### src/rtl/spi_regbank.sv
// spi_regbank: SPI slave exposing NREG control and NREG status registers.
// All SPI pins are oversampled in the clk_i domain; there is no SCK-domain logic.
// Frame (MSB first): W bit, ADDR_W address bits, DATA_W data bits.
// Optional burst mode, enabled by defining SPI_REGBANK_AUTOINC_EN: after each data
// word the address increments (wrapping) and further words continue the transfer.
module spi_regbank #(
  parameter int                DATA_W      = 16,
  parameter int                ADDR_W      = 3,
  parameter bit                CPOL        = 1'b0,
  parameter bit                CPHA        = 1'b0,
  parameter int                SYNC_STAGES = 2,
  parameter logic [DATA_W-1:0] CTRL_RST    = '0
) (
  input  logic                               clk_i,
  input  logic                               rst_i,
  input  logic                               nss_i,
  input  logic                               sck_i,
  input  logic                               sdi_i,
  output logic                               sdo_o,
  input  logic [(2**ADDR_W)*DATA_W-1:0]      stat_i,
  output logic [(2**ADDR_W)*DATA_W-1:0]      ctrl_o,
  output logic [(2**ADDR_W)-1:0]             wr_stb_o,
  output logic                               busy_o,
  output logic                               frame_err_o
);

  localparam int NREG    = 2**ADDR_W;
  localparam int FRAME_W = 1 + ADDR_W + DATA_W;
  localparam int CNT_W   = $clog2(FRAME_W + 1);

  localparam logic [CNT_W-1:0] ADDR_LAST = CNT_W'(ADDR_W);
  localparam logic [CNT_W-1:0] HDR       = CNT_W'(ADDR_W + 1);
  localparam logic [CNT_W-1:0] LAST      = CNT_W'(FRAME_W - 1);
  localparam logic [CNT_W-1:0] FULL      = CNT_W'(FRAME_W);

`ifdef SPI_REGBANK_AUTOINC_EN
  localparam bit AUTOINC = 1'b1;
`else
  localparam bit AUTOINC = 1'b0;
`endif

  logic [SYNC_STAGES-1:0] nss_sync_q, sck_sync_q, sdi_sync_q;
  logic                   nss_dly_q, sck_dly_q;

  logic [CNT_W-1:0]       cnt_q, cnt_d;
  logic                   w_q, w_d;
  logic [ADDR_W-1:0]      addr_q, addr_d;
  logic [DATA_W-1:0]      rx_q, rx_d;
  logic [DATA_W-1:0]      tx_q, tx_d;
  logic [NREG*DATA_W-1:0] ctrl_q, ctrl_d;
  logic [NREG-1:0]        wr_stb_q, wr_stb_d;
  logic                   sdo_q, sdo_d;
  logic                   busy_q, busy_d;
  logic                   err_q, err_d;
  logic                   done_q, done_d;

  logic              nss_s, sck_s, sdi_s;
  logic              nss_fall, nss_rise, lead_edge, trail_edge, sample_edge, shift_edge;
  logic [ADDR_W:0]   addr_shift;
  logic [ADDR_W-1:0] addr_in, addr_inc;
  logic [DATA_W-1:0] rx_word;

  assign nss_s = nss_sync_q[SYNC_STAGES-1];
  assign sck_s = sck_sync_q[SYNC_STAGES-1];
  assign sdi_s = sdi_sync_q[SYNC_STAGES-1];

  assign nss_fall    = nss_dly_q & ~nss_s;
  assign nss_rise    = ~nss_dly_q & nss_s;
  assign lead_edge   = (sck_dly_q == CPOL) && (sck_s != CPOL);
  assign trail_edge  = (sck_dly_q != CPOL) && (sck_s == CPOL);
  assign sample_edge = busy_q && (CPHA ? trail_edge : lead_edge);
  assign shift_edge  = busy_q && (CPHA ? lead_edge : trail_edge);

  assign addr_shift = {addr_q, sdi_s};
  assign addr_in    = addr_shift[ADDR_W-1:0];
  assign addr_inc   = addr_q + ADDR_W'(1);
  assign rx_word    = {rx_q[DATA_W-2:0], sdi_s};

  // Synchronise the SPI pins; nss resets low so a select already held low at
  // reset release never looks like a frame start.
  always_ff @(posedge clk_i) begin
    if (rst_i) begin
      nss_sync_q <= '0;
      sck_sync_q <= {SYNC_STAGES{CPOL}};
      sdi_sync_q <= '0;
      nss_dly_q  <= 1'b0;
      sck_dly_q  <= CPOL;
    end else begin
      nss_sync_q <= {nss_sync_q[SYNC_STAGES-2:0], nss_i};
      sck_sync_q <= {sck_sync_q[SYNC_STAGES-2:0], sck_i};
      sdi_sync_q <= {sdi_sync_q[SYNC_STAGES-2:0], sdi_i};
      nss_dly_q  <= nss_s;
      sck_dly_q  <= sck_s;
    end
  end

  // Frame sequencing: bit counting, address/data capture, register update and MISO shifting.
  always_comb begin
    cnt_d    = cnt_q;
    w_d      = w_q;
    addr_d   = addr_q;
    rx_d     = rx_q;
    tx_d     = tx_q;
    ctrl_d   = ctrl_q;
    wr_stb_d = '0;
    sdo_d    = sdo_q;
    busy_d   = busy_q;
    err_d    = 1'b0;
    done_d   = done_q;
    if (nss_fall) begin
      busy_d = 1'b1;
      cnt_d  = '0;
      w_d    = 1'b0;
      addr_d = '0;
      rx_d   = '0;
      tx_d   = '0;
      done_d = 1'b0;
      sdo_d  = 1'b0;
    end else if (busy_q) begin
      if (sample_edge) begin
        rx_d = rx_word;
        if (cnt_q == '0) begin
          w_d   = sdi_s;
          cnt_d = cnt_q + CNT_W'(1);
        end else if (cnt_q <= ADDR_LAST) begin
          addr_d = addr_in;
          cnt_d  = cnt_q + CNT_W'(1);
          if (cnt_q == ADDR_LAST) tx_d = stat_i[addr_in*DATA_W +: DATA_W];
        end else if (cnt_q < FULL) begin
          cnt_d = cnt_q + CNT_W'(1);
          if (cnt_q == LAST) begin
            done_d = 1'b1;
            if (w_q) begin
              ctrl_d[addr_q*DATA_W +: DATA_W] = rx_word;
              wr_stb_d[addr_q]                = 1'b1;
            end
            if (AUTOINC) begin
              addr_d = addr_inc;
              cnt_d  = HDR;
              tx_d   = stat_i[addr_inc*DATA_W +: DATA_W];
            end
          end
        end
      end
      if (shift_edge) begin
        if (!w_q && cnt_q >= HDR && cnt_q < FULL) begin
          sdo_d = tx_q[DATA_W-1];
          tx_d  = {tx_q[DATA_W-2:0], 1'b0};
        end else begin
          sdo_d = 1'b0;
        end
      end
      // A sample landing in the rise cycle is already folded into cnt_d/done_d,
      // so a word completing together with nss rising is not an error.
      if (nss_rise) begin
        busy_d = 1'b0;
        sdo_d  = 1'b0;
        if (AUTOINC) err_d = (cnt_d != '0) && !(done_d && cnt_d == HDR);
        else         err_d = (cnt_d != '0) && (cnt_d != FULL);
        cnt_d  = '0;
      end
    end
  end

  // Frame state registers with synchronous reset.
  always_ff @(posedge clk_i) begin
    if (rst_i) begin
      cnt_q    <= '0;
      w_q      <= 1'b0;
      addr_q   <= '0;
      rx_q     <= '0;
      tx_q     <= '0;
      ctrl_q   <= {NREG{CTRL_RST}};
      wr_stb_q <= '0;
      sdo_q    <= 1'b0;
      busy_q   <= 1'b0;
      err_q    <= 1'b0;
      done_q   <= 1'b0;
    end else begin
      cnt_q    <= cnt_d;
      w_q      <= w_d;
      addr_q   <= addr_d;
      rx_q     <= rx_d;
      tx_q     <= tx_d;
      ctrl_q   <= ctrl_d;
      wr_stb_q <= wr_stb_d;
      sdo_q    <= sdo_d;
      busy_q   <= busy_d;
      err_q    <= err_d;
      done_q   <= done_d;
    end
  end

  assign sdo_o       = sdo_q;
  assign ctrl_o      = ctrl_q;
  assign wr_stb_o    = wr_stb_q;
  assign busy_o      = busy_q;
  assign frame_err_o = err_q;

endmodule

### config.mk
export PLATFORM = sky130hd
export DESIGN_NAME = spi_regbank
export DESIGN_NICKNAME = d
export VERILOG_FILES = /design/src/rtl/spi_regbank.sv
export SDC_FILE = /design/constraint.sdc
export NUM_CORES = 1
export LEC_CHECK = 0
export BUFFER_PORTS_ARGS = -buffer_cell sky130_fd_sc_hd__buf_2
export CAP_MARGIN = 0
export CORE_MARGIN = 2
export CORE_UTILIZATION = 50
export CTS_CLUSTER_DIAMETER = 120
export DETAILED_ROUTE_END_ITERATION = 8
export PLACE_DENSITY = 0.79
export SLEW_MARGIN = 0
export SYNTH_ARGS = -nofsm -noshare
export SYNTH_HDL_FRONTEND = slang
export SYNTH_SLANG_ARGS = --single-unit
### constraint.sdc
create_clock -name clk_i -period 3.4 [get_ports clk_i]
set_clock_uncertainty 0.15 [all_clocks]
set_input_delay 0.34 -clock clk_i [delete_from_list [all_inputs] [get_ports clk_i]]
set_output_delay 0.34 -clock clk_i [all_outputs]
set_load 0.02 [all_outputs]
==> metrics.yaml, run 1 <==
ir_worst_vdd_mv: 0.353
syn_inst: 902
cts_root_buf: "clkbuf_16"
portBuffers: 271
finalHoldViolations: 0
routabilityCongestion: 0.915
dpl.hpwl_um: 18100
startpoint: "addr_q[1]"
drv_cap: 0
slew_headroom_pct: 23.7
cts_made_buffers: 17
synth_warnings: 0
antenna_found_initial: 0
vias: 7595
status: "completed"
synth_top_cell_area_share_pct: 42.9
cpMostUsedCell: "ha_1"
critPathKind: "reg2reg"
start_kind: "flop"
die_height_um: 136
powerDensity_nw_per_um2: 403
max_freq_mhz: 382
yosys.area.top_type: "dfxtp_1"
post-cts-setup-buffer-count: 0
synth.area.top_cells: "dfxtp_1 43%, mux2i_1 12%, mux4_2 8.3%"
htree_levels: 4
start_util_pct: 50.8
yosys_most_used_dff: "dfxtp_1"
grt_max_degree: 79
netlist_area_um2: 8720
regArea_um2: 3750
crit_chain: "inv_2, ha_1, ha_1, o211ai_1, o21ai_0, a21oi_1"
setup_viol: 0
route.detailed.drc: 0
synth.most_common_cell: "dfxtp_1"
cts_tree: "yes"
grt.total_usage_pct: 25.9
synth_common_cells: "187 x dfxtp_1, 107 x nand2_1, 101 x mux2i_1"
rsz0062_at_grt: "no"
final_core_util_pct: 62.6
critPathArrivalTime_ps: 2770
stdcell_count: 1377
fill_cells: 1478
num_rows: 48
setup_tns_ps: 0
r2r_start: "addr_q[1]"
slowest_delay_ps: 590
cts_buffer_depth: 2
worstSkewPairLatency_ps: 430
tightest_slew_ps: 1140
clk_pin_slew_worst_paths_ps: 70
yosysSeqAreaShare_pct: 42.9
ant_nets: 0
slew_violations: 0
multi_input_area_um2: 4590
antenna_cells: 0
area_growth_pct: 23.3
final_layout_size_suffix_gt1_share_pct: 33.0
required_ps: 3550
worst-path-max-fanout: 16
first_iter_violations: 815
final_nets: 1279
syn_avg_cell_area_um2: 9.67
synth.ff_latch_count: 187
grt_pass1_vias: 7060
drtPass1Iterations: 5
wl_per_cell_um: 17.7
cts_hold_buf: 3
crit_path_end_kind: "flop"
synth_nets: 1042
vias_per_cell: 5.52
core_area_um2: 17200
overflow: 0
dp.cells: 1342
synth_edf_count: 0
cts-resized-gates: 0
numClockSinks: 187
finalWirelength_um: 24400
synth_cell_types: 52
crit_path_top_delay_cell: "dfxtp_1"
ios: 272
async_reset_ff_share_pct: 0
dpl-instance-area_um2: 10100
hold_path_class: "in2reg"
die_area_um2: 18500
grt_pass1_wl_um: 37500
final_area_um2: 10800
fin_crit_ps: 2620
die_w_um: 136
p_leak_uw: 0.00466
whs_ps: 196
period_share_pct: 76.9
hp-start: "rst_i"
per-stage QoR:
step           power (µW)  setup slack [ps]
2_1_floorplan        2370               548
3_3_place_gp         2460               981
3_5_place_dp         2470               887
4_1_cts              4360               791
5_1_grt              4480               554
6_report             4330               784
routing by layer:
layer	routed length, µm	global-route usage [%]	up-vias
li1	-	-	3633
met1	10600	35.3	3626
met2	11500	40.4	306
met3	1990	8.17	30
met4	321	6.08	0
met5	0	0	-
layout make-up:
type / instances / area share, %
Clock buffer: 17 / 3.96
Clock inverter: 15 / 1.39
Inverter: 9 / 0.314
Multi-Input combinational cell: 633 / 42.7
Sequential cell: 187 / 34.8
Tap cell: 225 / 2.62
Timing Repair Buffer: 291 / 14.2
cell usage in the layout (no fill, tap or decap), types with 6 or more instances in the layout:
| master | synthesis | layout |
|---|---|---|
| nor2b_1 | 25 | 25 |
| mux2_2 | 15 | 15 |
| clkbuf_16 | 0 | 17 |
| a21oi_1 | 57 | 57 |
| buf_2 | 9 | 270 |
| a31oi_1 | 15 | 15 |
| mux2i_1 | 101 | 101 |
| buf_4 | 7 | 17 |
| nand2_1 | 107 | 107 |
| nor2_1 | 12 | 12 |
| nand2b_1 | 98 | 98 |
| dfxtp_1 | 187 | 185 |
| mux4_2 | 32 | 32 |
| ha_1 | 7 | 7 |
| nor3_1 | 11 | 9 |
| inv_8 | 0 | 7 |
| nand3b_1 | 6 | 6 |
| nand3_1 | 51 | 51 |
| o21ai_0 | 52 | 52 |
| inv_1 | 8 | 8 |
cells by family (layout without fill, tap and decap cells):
| kind of cell | count (synthesis) | after routing | share of synthesized area (%) |
|---|---|---|---|
| compound gates | 135 | 135 | 8.37 |
| xor+xnor | 1 | 1 | 0.100 |
| fa+ha+maj | 7 | 7 | 1.00 |
| buf+inv | 82 | 332 | 4.58 |
| flops | 187 | 187 | 42.9 |
| mux | 148 | 148 | 21.8 |
| simple gates | 342 | 342 | 21.2 |
worst paths after layout:
| path | to | slack [ps] | cells past startpoint |
|---|---|---|---|
| min | sck_dly_q | 200 | 2 |
| max reg2reg | ctrl_o[75] | 780 | 6 |
| max | ctrl_o[75] | 780 | 6 |
| min reg2reg | sdi_sync_q[1] | 290 | 1 |
where the power goes:
group	switching (µW)	internal, µW
logic	88.1	134
registers	6.30	2190
clock network	931	979
total	1030	3310
critical path, delay by kind of cell (launching register included):
| family | cells | cell delay, ps |
|---|---|---|
| flip-flops | 1 | 590 |
| AO/OA/AOI/OAI | 3 | 1000 |
| buffers and inverters | 1 | 70 |
| adder cells (fa/ha/maj) | 2 | 670 |
sequential cells by signal, summed over array words and instances, names as in the netlist, 2 cells and up:
name and count:
tx_q 16, cnt_q 5, sck_sync_q 2, ctrl_o 128
addr_q 3, nss_sync_q 2, sdi_sync_q 2, rx_q 15
wr_stb_o 8
No activity file was read; power rests on OpenSTA's default activity.
==> run 2, diff against run 1 <==
Settings changed: ABC_AREA set to 1, CORE_UTILIZATION 50 to 48, PLACE_DENSITY 0.79 to 0.78.
Clock period 3.4 ns to 2.17 ns, I/O delays scaled along.
==> run 2 against run 1 <==
Via count rose by 43%. Cell count increased by 49%. Maximum frequency increased by 24%. Design area increased by 14%.
==> metrics.yaml, run 2 <==
num_rows: 51  # +6.3%
largest_register_ff_count: 128  # unchanged
hp-start: "rst_i"
yosys_most_used_dff: "dfxtp_1"
setup_slack_ps: 61.6  # -722 ps
crit_path_end_kind: "flop"
worst-path-max-fanout: 15  # -1
period_share_pct: 97.2  # +20 points
syn_inst: 1533  # +70%
final_core_util_pct: 62.6  # about the same
max_freq_mhz: 474  # +24%
hold-path-cell-count: 3  # +1
finalWirelength_um: 31500  # +29%
core_area_um2: 19600  # +14%
synth_warnings: 0  # unchanged
cpLargestDelayFamily: "simple AND/OR/NAND/NOR gates"
layout_common_cells: "380 x nand2_1, 271 x buf_2, 212 x nand3_1, 183 x dfxtp_1, 182 x nor2_1"
p_leak_uw: 0.00599  # +29%
async_reset_ff_share_pct: 0  # unchanged
cts_root_buf: "clkbuf_16"
ant_nets: 0  # unchanged
cts_buffer_depth: 2  # unchanged
wl_per_cell_um: 15.4  # -13%
crit_path_top_delay_cell: "dfxtp_2"
pre_cts_ws_ps: 54.5  # -832 ps
critPathKind: "reg2reg"
first_iter_violations: 1117  # +37%
final_layout_size_suffix_gt1_share_pct: 23.0  # -10 points
worstSkewPairLatency_ps: 430  # about the same
drtPass1Iterations: 6  # +1
grt_max_degree: 82  # +3.8%
synth_nets: 1673  # +61%
route.detailed.drc: 0  # unchanged
p_total_uw: 6910  # +60%
final_common_cell: "nand2_1"
post-cts-setup-buffer-count: 0  # unchanged
multi_input_area_um2: 4980  # +8.6%
die_area_um2: 21200  # +15%
numClockSinks: 187  # unchanged
synth_cell_types: 29  # -44%
antenna_cells: 0  # unchanged
setup_tns_ps: 0  # unchanged
vias_per_cell: 5.31  # -3.8%
powerDensity_nw_per_um2: 564  # +40%
slew_headroom_pct: 58.7  # +35 points
regArea_um2: 3750  # about the same
ff2ff_path_depth: 10  # +4
start_kind: "flop"
start_util_pct: 49.1  # -1.6 points
regToRegSetupSlack_ps: 60  # -720 ps
antenna_found_initial: 0  # unchanged
grt.total_usage_pct: 29.2  # +3.3 points
r2r_start: "addr_q[1]"
ios: 272  # unchanged
synth.area.top_cells: "dfxtp_1 39%, nand2_1 15%, nand3_1 11%"
overflow: 0  # unchanged
status: "completed"
grt_pass1_vias: 9801  # +39%
grt_pass1_wl_um: 50400  # +35%
reg2reg_to: "ctrl_o[47]"
die_height_um: 146  # +7.0%
htree_levels: 4  # unchanged
synth.ff_latch_count: 187  # unchanged
syn_avg_cell_area_um2: 6.28  # -35%
drv_cap: 0  # unchanged
vias: 10866  # +43%
tightest_slew_ps: 615  # -525 ps
yosys.area.top_type: "dfxtp_1"
synth.most_common_cell: "nand2_1"
crit_chain: "inv_1, ha_4, ha_4, buf_4, nor2_2, buf_6, nand3_1, nor3_1, nand3_1, a21oi_1"
synth_top_cell_area_share_pct: 38.9  # -4.1 points
finalHoldViolations: 0  # unchanged
setup_viol: 0  # unchanged
netlist_area_um2: 9630  # +10%
cp_num_buf_inv: 3  # +2
ir_worst_vdd_mv: 0.545  # +54%
fill_cells: 1869  # +26%
portBuffers: 271  # unchanged
final_nets: 1909  # +49%
slew_violations: 0  # unchanged
slowest_delay_ps: 320  # -270 ps
synth_edf_count: 0  # unchanged
synth_common_cells: "386 x nand2_1, 212 x nand3_1, 187 x dfxtp_1"
yosysSeqAreaShare_pct: 38.9  # -4.1 points
cts_tree: "yes"
dpl.hpwl_um: 22800  # +26%
required_ps: 2380  # -1170 ps
hold_path_class: "in2reg"
rsz0062_at_grt: "yes"
area_growth_pct: 27.4
clk_pin_slew_worst_paths_ps: 70  # about the same
whs_endpoint: "ctrl_o[29]"
die_w_um: 146  # +7.0%
cts_made_buffers: 17  # unchanged
routabilityCongestion: 0.999  # +9.2%
fin_crit_ps: 2110  # -508 ps
critPathArrivalTime_ps: 2320  # -450 ps
run 2: cell types whose count changed after synthesis, moves of 30 or more:
cell,previous run,this run
buf_2,9,39
nor2_1,12,185
mux4_2,32,0
inv_1,8,168
nand2_1,107,386
nand2b_1,98,0
nand3_1,51,212
mux2i_1,101,0
a21oi_1,57,163
run 2: cell type report:
cell class / count / area share, %
multi-input cells: 1062 / 40.6
flip-flops and latches: 187 / 30.6
repair buffers: 326 / 15.9
inverters: 175 / 5.43
clock buffers: 20 / 3.81
well taps: 265 / 2.70
clock inverters: 12 / 0.918
run 2: worst max-delay path by stage:
stage / cells past startpoint / from / end
finish: 10 / addr_q[1] / ctrl_o[47]
global route: 10 / addr_q[1] / ctrl_o[36]
CTS: 10 / addr_q[1] / ctrl_o[33]
detailed placement: 9 / addr_q[1] / ctrl_o[70]
global placement: 10 / addr_q[1] / ctrl_o[42]
floorplan: 14 / addr_q[0] / ctrl_o[8]
run 2: report_power, final:
group	switching, µW	internal, µW	total, µW
logic	238	174	412
registers	9.73	3440	3450
clock network	1370	1690	3050
total	1610	5300	6910
run 2: logic make-up (layout without fill, tap and decap cells):
group,count (synthesis),count (layout),synth area share (%)
flip-flops,187,187,38.9
adder cells (fa/ha/maj),7,7,0.910
AO/OA/AOI/OAI,208,208,11.0
buffers and inverters,284,533,11.7
AND/OR/NAND/NOR,847,847,37.5
run 2: worst reg2reg max path, cell delays in order, from the launching register on:
cell and delay [ps]:
dfxtp_2 320, inv_1 70, ha_4 170, ha_4 160, buf_4 150, nor2_2 140
buf_6 180, nand3_1 120, nor3_1 320, nand3_1 120, a21oi_1 150
run 2: what timing repair did:
item                                    4_1_cts  5_1_grt
endpoints found under the setup margin        0       97
endpoints found under the hold margin         3        0
gates resized for setup                       0       25
hold buffers                                  3        0
run 2: layer usage:
layer / wire, µm / track usage, %
met5: 0 / 0
met4: 891 / 9.02
met3: 2540 / 5.99
met2: 14300 / 45.5
met1: 13800 / 40.9
run 2: stage by stage:
step / area [µm²] / instances / hold WS [ps]
floorplan: 9850 / 1533 / 174
CTS: 12100 / 2047 / 174
detailed placement: 11500 / 2012 / 239
global placement: 11500 / 2012 / 232
global route: 12300 / 2047 / 194
finish: 12300 / 2047 / 185
==> run 3, diff against run 2 <==
Settings changed: GPL_TIMING_DRIVEN set to 0.
==> run 3 against run 2 <==
The flow now finishes with violations (DRC, setup timing). Non-clock buffer count grew 97. Global-route usage increased by 4.0 points. First-iteration DRC count is 6.7% higher. Largest power group unchanged. Die area did not move. Critical endpoint is now ctrl_o[67]. Sequential share of layout area down 1.9 points. Combinational power increased by 6.3%. Utilization grew 4.2 points. Critical path type unchanged. Clock power increased by 6%. Worst hold slack got worse by 100 ps. Routed wire length rose by 17%. Total power increased by 2.8%. Worst setup slack lost 88 ps.
==> metrics.yaml, run 3 (synthesized netlist as in run 2, its figures left out) <==
cts_tree: "yes"
multi_input_area_um2: 5250  # +5.3%
ios: 272  # unchanged
p_leak_uw: 0.00630  # +5.2%
vias: 11686  # +7.5%
final_core_util_pct: 66.8  # +4.2 points
final_nets: 2006  # +5.1%
setup_viol: 9  # +9
overflow: 0  # unchanged
wl_per_cell_um: 17.2  # +12%
swShare_pct: 22.9  # -0.44 points
crit_path_end_kind: "flop"
layout_common_cells: "343 x nand2_1, 280 x buf_2, 211 x nand3_1, 184 x dfxtp_1, 165 x nor2_1"
slew_headroom_pct: 46.2  # -13 points
max_freq_mhz: 455  # -4.0%
antenna_cells: 0  # unchanged
setup_slack_ps: -26.6  # -88.2 ps
hold_path_class: "in2reg"
setup_tns_ps: -80.4  # -80.4 ps
cts_buffer_depth: 2  # unchanged
die_area_um2: 21200  # unchanged
required_ps: 2390  # about the same
start_util_pct: 49.1  # unchanged
grt_pass1_vias: 10646  # +8.6%
dpl.hpwl_um: 27300  # +20%
finalWirelength_um: 36800  # +17%
die_height_um: 146  # unchanged
start_kind: "flop"
final_common_cell: "nand2_1"
cts_made_buffers: 17  # unchanged
core_area_um2: 19600  # unchanged
status: "finished, violations left"
rsz0062_at_grt: "yes"
worst-path-max-fanout: 7  # -8
violations: "DRC, setup timing"
powerDensity_nw_per_um2: 543  # -3.7%
fill_cells: 1787  # -4.4%
finalHoldViolations: 0  # unchanged
largest_register_ff_count: 128  # unchanged
final_layout_size_suffix_gt1_share_pct: 28.8  # +5.9 points
period_share_pct: 101  # +4.1 points
grt.total_usage_pct: 33.2  # +4.0 points
critPathKind: "reg2reg"
worstSkewPairLatency_ps: 440  # about the same
stdcell_count: 2143  # +4.7%
clk_pin_slew_worst_paths_ps: 70  # about the same
internal-power_uw: 5480  # +3.4%
critPathArrivalTime_ps: 2420  # +100 ps
routabilityCongestion: 1.01  # +1.2%
grt_max_degree: 17  # -79%
slew_violations: 0  # unchanged
first_iter_violations: 1192  # +6.7%
dp.cells: 2068  # +2.8%
antenna_found_initial: 0  # unchanged
route.detailed.drc: 5  # +5
area_growth_pct: 35.9
vias_per_cell: 5.45  # +2.7%
portBuffers: 270  # -0.37%
pre_cts_ws_ps: -729  # -784 ps
drtPass1Iterations: 9  # +3
num_rows: 51  # unchanged
p_sw_uw: 1630  # +0.84%
whs_ps: 82.3  # -102 ps
p_seq_share_pct: 48.5  # -1.4 points
htree_levels: 4  # unchanged
ant_nets: 0  # unchanged
drv_cap: 0  # unchanged
regArea_um2: 3750  # about the same
numClockSinks: 187  # unchanged
tightest_slew_ps: 808  # +193 ps
fin_crit_ps: 2200  # +88.2 ps
cts_root_buf: "clkbuf_16"
clkPwrFrac_pct: 45.3  # +1.1 points
die_w_um: 146  # unchanged
grt_pass1_wl_um: 56100  # +11%
combPwrFrac_pct: 6.2  # +0.2 points
ir_worst_vdd_mv: 0.549  # +0.70%
run 3: final timing paths:
check | to | cells past startpoint | slack [ps] | start
worst max-delay path | ctrl_o[67] | 13 | -30 | addr_q[0]
worst min-delay path | ctrl_o[34] | 2 | 80 | rst_i
worst max register to register | ctrl_o[67] | 13 | -30 | addr_q[0]
worst min register to register | sck_sync_q[1] | 2 | 260 | sck_sync_q[0]
run 3: through the flow:
step / power, µW / instance area (µm²)
after detailed placement: 3940 / 11500
after global routing: 7310 / 13100
final: 7100 / 13100
after CTS: 7090 / 12700
after global placement: 3940 / 11500
after floorplan: 3740 / 9850
run 3: what timing repair did:
action	in CTS	in global routing
endpoints found under the setup margin	130	164
hold endpoints to repair	3	0
pin swaps	23	21
setup buffers	30	8
cloned	3	6
resized for setup	92	125
hold buffers	3	0
run 3: critical path, cell delays in order, from the launching register on:
cell and delay [ps]:
dfxtp_2 350, buf_8 120, inv_8 40, ha_4 150, ha_4 270, buf_12 150, nand2_8 70, nor4_4 170
nand2_1 100, buf_6 160, buf_8 140, nand2_4 60, nand2_4 60, nor2_4 130
run 3: layer usage:
metal | up-vias | track usage [%] | share of wire (%)
met5 | - | 0 | 0
met4 | 0 | 8.63 | 2.4
met3 | 103 | 6.71 | 10
met2 | 649 | 53.4 | 46
met1 | 5383 | 45.7 | 42
li1 | 5551 | - | -
run 3: layout make-up:
cell class / count / area share [%]
plain buffers: 103 / 5.12
flip-flops and latches: 187 / 28.6
multi-input cells: 1062 / 40.1
well taps: 265 / 2.53
repair buffers: 320 / 13.8
clock buffers: 20 / 3.49
inverters: 175 / 5.23
clock inverters: 11 / 1.08
run 3: power groups by stage:
| stage | logic, µW | registers, µW | clock network [µW] |
|---|---|---|---|
| floorplan | 214 | 3520 | 0 |
| global placement | 416 | 3520 | 0 |
| detailed placement | 416 | 3520 | 0 |
| CTS | 424 | 3450 | 3220 |
| global route | 486 | 3440 | 3380 |
| finish | 438 | 3450 | 3220 |
